$ cat src/rtl/aes_pkg.sv
// Types and byte-index helpers shared by the serial (Inv)ShiftRows/(Inv)SubBytes units.
// Byte i of a state sits at packed index NBYTES-1-i, matching the bus layout in_state[127-8i -: 8].
package aes_pkg;

    localparam int NB     = 4;
    localparam int NBYTES = 16;

    typedef logic [7:0]              byte_t;
    typedef logic [NBYTES-1:0][7:0]  state_t;

    typedef enum logic [1:0] {
        IDLE,
        RUN,
        DONE
    } fsm_state_e;

    // Column-major byte k (row k%NB, col k/NB) of InvShiftRows output comes from this input byte.
    function automatic logic [3:0] src_index(input logic [3:0] k);
        int r;
        int c;
        r = int'(k) % NB;
        c = int'(k) / NB;
        return 4'(r + NB * ((c - r + NB) % NB));
    endfunction

    function automatic logic [3:0] fwd_src_index(input logic [3:0] k);
        int r;
        int c;
        r = int'(k) % NB;
        c = int'(k) / NB;
        return 4'(r + NB * ((c + r) % NB));
    endfunction

endpackage

$ cat src/rtl/subByte.sv
// AES S-box, forward or inverse selected by inv.
// Built as GF(2^8) inversion plus the affine map rather than a stored table.
module subByte
    import aes_pkg::*;
(
    input  logic  inv,
    input  byte_t in_byte,
    output byte_t out_byte
);

    function automatic byte_t rotl(input byte_t x, input int unsigned n);
        return byte_t'((x << n) | (x >> (8 - n)));
    endfunction

    function automatic byte_t gf_mul(input byte_t a, input byte_t b);
        byte_t p;
        byte_t aa;
        byte_t bb;
        p  = '0;
        aa = a;
        bb = b;
        for (int unsigned i = 0; i < 8; i++) begin
            if (bb[0]) p = p ^ aa;
            aa = {aa[6:0], 1'b0} ^ (aa[7] ? 8'h1b : 8'h00);
            bb = bb >> 1;
        end
        return p;
    endfunction

    // a^254 == a^-1 in GF(2^8), and maps 0 to 0 as the S-box requires.
    function automatic byte_t gf_inv(input byte_t a);
        byte_t p;
        byte_t r;
        p = a;
        r = 8'h01;
        for (int unsigned i = 1; i < 8; i++) begin
            p = gf_mul(p, p);
            r = gf_mul(r, p);
        end
        return r;
    endfunction

    byte_t pre;
    byte_t inv_out;

    always_comb begin
        pre      = inv ? (rotl(in_byte, 1) ^ rotl(in_byte, 3) ^ rotl(in_byte, 6) ^ 8'h05)
                       : in_byte;
        inv_out  = gf_inv(pre);
        out_byte = inv ? inv_out
                       : (inv_out ^ rotl(inv_out, 1) ^ rotl(inv_out, 2)
                          ^ rotl(inv_out, 3) ^ rotl(inv_out, 4) ^ 8'h63);
    end

endmodule

$ cat src/rtl/inv_sub_shift_serial.sv
// Byte-serial InvShiftRows + InvSubBytes: one shared inverse S-box, 16 RUN cycles per state.
// The two transforms commute, so each output byte is a single lookup of a permuted input byte.
module inv_sub_shift_serial
    import aes_pkg::*;
(
    input  logic         clk,
    input  logic         rst_n,
    input  logic         in_valid,
    output logic         in_ready,
    input  logic [127:0] in_state,
    output logic         out_valid,
    input  logic         out_ready,
    output logic [127:0] out_state,
    output logic         busy
);

    fsm_state_e state_q, state_d;
    logic [3:0] cnt_q, cnt_d;
    state_t     in_buf_q, in_buf_d;
    state_t     out_q, out_d;
    logic       in_ready_q, in_ready_d;
    logic       out_valid_q, out_valid_d;
    logic       busy_q, busy_d;

    logic [3:0] src_pos;
    logic [3:0] dst_pos;
    byte_t      sbox_in;
    byte_t      sbox_out;

    always_comb begin
        src_pos = 4'(NBYTES - 1) - src_index(cnt_q);
        dst_pos = 4'(NBYTES - 1) - cnt_q;
        sbox_in = in_buf_q[src_pos];
    end

    subByte u_inv_sbox (
        .inv      (1'b1),
        .in_byte  (sbox_in),
        .out_byte (sbox_out)
    );

    always_comb begin
        state_d     = state_q;
        cnt_d       = cnt_q;
        in_buf_d    = in_buf_q;
        out_d       = out_q;
        in_ready_d  = in_ready_q;
        out_valid_d = out_valid_q;
        busy_d      = busy_q;
        unique case (state_q)
            IDLE: begin
                if (in_valid) begin
                    in_buf_d   = in_state;
                    cnt_d      = '0;
                    state_d    = RUN;
                    in_ready_d = 1'b0;
                    busy_d     = 1'b1;
                end
            end
            RUN: begin
                out_d[dst_pos] = sbox_out;
                cnt_d          = cnt_q + 4'd1;
                if (cnt_q == 4'(NBYTES - 1)) begin
                    state_d     = DONE;
                    out_valid_d = 1'b1;
                end
            end
            DONE: begin
                if (out_ready) begin
                    state_d     = IDLE;
                    out_valid_d = 1'b0;
                    busy_d      = 1'b0;
                    in_ready_d  = 1'b1;
                end
            end
            default: begin
                state_d = IDLE;
            end
        endcase
    end

    always_ff @(posedge clk or negedge rst_n) begin
        if (!rst_n) begin
            state_q     <= IDLE;
            cnt_q       <= '0;
            in_buf_q    <= '0;
            out_q       <= '0;
            in_ready_q  <= 1'b1;
            out_valid_q <= 1'b0;
            busy_q      <= 1'b0;
        end else begin
            state_q     <= state_d;
            cnt_q       <= cnt_d;
            in_buf_q    <= in_buf_d;
            out_q       <= out_d;
            in_ready_q  <= in_ready_d;
            out_valid_q <= out_valid_d;
            busy_q      <= busy_d;
        end
    end

    assign in_ready  = in_ready_q;
    assign out_valid = out_valid_q;
    assign busy      = busy_q;
    assign out_state = out_q;

endmodule

$ cat config.mk
export PLATFORM = sky130hd
export DESIGN_NAME = inv_sub_shift_serial
export DESIGN_NICKNAME = d
export VERILOG_FILES = /design/src/rtl/aes_pkg.sv /design/src/rtl/subByte.sv /design/src/rtl/inv_sub_shift_serial.sv
export SDC_FILE = /design/constraint.sdc
export NUM_CORES = 1
export LEC_CHECK = 0
export CORE_UTILIZATION = 55
export CTS_CLUSTER_DIAMETER = 60
export DETAILED_ROUTE_END_ITERATION = 10
export GPL_TIMING_DRIVEN = 0
export PLACE_DENSITY_LB_ADDON = 0.05
export SETUP_SLACK_MARGIN = 0.05
export SYNTH_ARGS = -nofsm -noshare
export SYNTH_HDL_FRONTEND = slang
export SYNTH_SLANG_ARGS = --single-unit
$ cat constraint.sdc
create_clock -name clk -period 21.7 [get_ports clk]
set_input_delay 2.17 -clock clk [delete_from_list [all_inputs] [get_ports clk]]
set_output_delay 2.17 -clock clk [all_outputs]
set_load 0.02 [all_outputs]
==> results of run 1 <==
[critical path: cells and delay by family (launching register included)]
kind,cells,cell delay (ns)
xor+xnor,18,6.99
buf+inv,11,2.35
flops,1,0.44
compound gates,19,4.82
fa+ha+maj,4,1.64
simple gates,12,3.45
mux,2,0.94
[layout by cell type (no fill, tap or decap), types with 14 or more instances in the layout]
master	Yosys	layout
inv_1	21	21
nor2_1	315	312
dfrtp_1	264	264
xnor2_1	339	328
o21ai_0	123	123
clkdlybuf4s50_1	0	261
nand4_1	20	20
a21oi_1	131	131
clkbuf_1	100	102
xor2_1	91	86
clkbuf_16	0	27
mux4_2	23	23
nand2b_1	20	20
nor3_1	57	57
and2_1	17	17
xnor3_1	93	93
buf_2	40	40
mux2i_1	58	57
o21ai_1	119	119
o31ai_1	14	14
xnor2_2	40	49
o211ai_1	23	23
nand2_1	736	736
a211oi_1	33	33
a31oi_1	32	32
o22ai_1	40	40
and3_1	17	17
a22oi_1	19	19
nand3_1	76	76
buf_6	19	19
buf_4	29	29
mux2_2	19	19
[final cells by class]
class | count | area share (%)
inverters | 33 | 0.389
multi-input cells | 2750 | 60.9
clock inverters | 11 | 0.530
flip-flops and latches | 265 | 20.8
well taps | 664 | 2.61
repair buffers | 264 | 8.41
clock buffers | 39 | 2.51
plain buffers | 212 | 3.78
diodes | 2 | 0.0157
[cells by family after synthesis]
family          share of synthesized area (%)
xor+xnor                                 27.7
compound gates                           16.0
simple gates                             21.0
fa+ha+maj                               0.593
mux                                      5.41
flops                                    24.4
buf+inv                                  4.88
[layer usage]
metal / up-vias / track usage (%)
li1: 11884 / -
met1: 12590 / 47.0
met2: 1309 / 58.9
met3: 222 / 7.25
met4: 4 / 10.2
met5: - / 0
[flip-flops by register name, indices dropped and copies added, names as in the netlist]
register   cells
out_valid      1
cnt_q          4
in_buf_q     128
busy           1
state_q        2
out_state    128
in_ready       1
[repair_timing]
item / in CTS / in global routing
setup buffers: 0 / 0
resized for setup: 2 / 26
setup endpoints to repair: 20 / 128
[metrics by stage]
stage / setup slack, ns / cells
floorplan: 5.19 / 3260
global placement: 0.256 / 4186
detailed placement: 0.0737 / 4188
CTS: 0.0491 / 4238
global route: 0.0321 / 4240
finish: 0.857 / 4240
[worst paths after layout]
check	to	from	depth (start not counted)
worst max register to register	out_state[54]	cnt_q[2]	66
worst min-delay path	in_buf_q[40]	in_buf_q[40]	2
worst min register to register	in_buf_q[40]	in_buf_q[40]	2
worst max-delay path	out_state[54]	cnt_q[2]	66
max in group asynchronous	in_buf_q[3]	rst_n	2
min in group asynchronous	out_state[16]	rst_n	1
==> out/results.ini, run 1 <==
[run]
maxCapViolCount = 0

[logic_synthesis]
ys.flop_type = dfrtp_1
yosysUniqueCellTypes = 118
synth_area_leaders = dfrtp_1 (24%), xnor2_1 (11%), nand2_1 (10%)
synth_area_leader_cell = dfrtp_1
ys_ff_latch = 265
yosysTopAreaCellShare_pct = 24.3
yosysSeqAreaShare_pct = 24.4
synth_warnings = 0
synth_edf_count = 0
synth_nets = 3404
netlist_area_um2 = 27200
async_flop_share_pct = 100
syn_inst = 3260
synth_common_cells = nand2_1 (736), xnor2_1 (339), nor2_1 (315)
avgSynthCellArea_um2 = 8.35
post-synth-top-count-cell = nand2_1

[routing]
wl_met3_um = 8040
detail-route-antenna-nets = 0
wl_met1_um = 37100
drc = 0
dr_wl_met2_um = 42900
vias_per_cell = 6.13
wl_um = 90900
wl_per_cell_um = 21.4
vias = 26009
drtPass1Iterations = 6
drt_iter0_drc = 2691
highest_layer = met5

[timing]
finalMaxSlewViolations = 0
setup_tns_ns = 0
skew_ns = 0.0183
period_minus_slack_ns = 20.84
slew-limit-headroom_pct = 15.9
setup_viol = 0
period_share_pct = 96.0
hold_viol_final = 0
fmax_mhz = 48.0
tightestPinTransition_ns = 1.25
rsz0062_at_grt = no
holdWs_ns = 0.475

[layout]
seq_area_um2 = 6630
fill_cells = 4221
final_util_pct = 65.3
final_layout_size_suffix_gt1_share_pct = 9.88
stdcell_area_um2 = 31900
multiInputGateArea_um2 = 19400
area_growth_pct = 17.1
fin_nets = 3697

[grt]
grt_use_total_pct = 35.6
overflow = 0
grt_pass1_vias = 25108
grt_pass1_wl_um = 142000
grt_start_max_net_pins = 127
antenna_found_initial = 4

[setup_path]
crit_type = reg -> reg
path_max_fanout = 10
critical_path.most_common_cell = xnor2_1
arrival_ns = 21.28
critPathSlowestCell = xnor3_1
rrSetupSlack_ns = 0.86
start_kind = flop
cp_data_required_time_ns = 22.14
cp_slowest_stage_delay_ns = 0.69
crit_path_end_kind = flop

[floorplan]
die_w_um = 224
core_area_um2 = 48800
rows = 81
initial_utilization_pct = 55.7
die_y_um = 224
dieArea_um2 = 50400
num_io_pins = 263

[hold_path]
hp-class = reg -> reg

[place]
hpwl_um = 68700
dpl_cell_area_um2 = 30700
port_buffers = 262
globalplace.congestion = 0.960

[clock_network]
cts_num_sinks = 265
numCtsBuffers = 27
cts_hold_buf = 0
insertion_delay_ns = 0.56
clock_tree.buffer_depth = 3
clk_pin_slew_worst_paths_ns = 0.07
htree_num_levels = 1
cts-root-buf = clkbuf_16
cts_tree = done

[outcome]
status = complete, no violations

Power of run 1 is left out: the tool's default activity adds up to more than one toggle a clock period on the data nets, which glitch-free logic cannot reach.
==> inputs of run 2 (changes only) <==
SKIP_LAST_GASP = 1   (was unset)
==> results of run 2 <==
Same layout as run 1: the final DEF is identical, and so are final timing and power.
Power of run 2 is left out for the same reason.
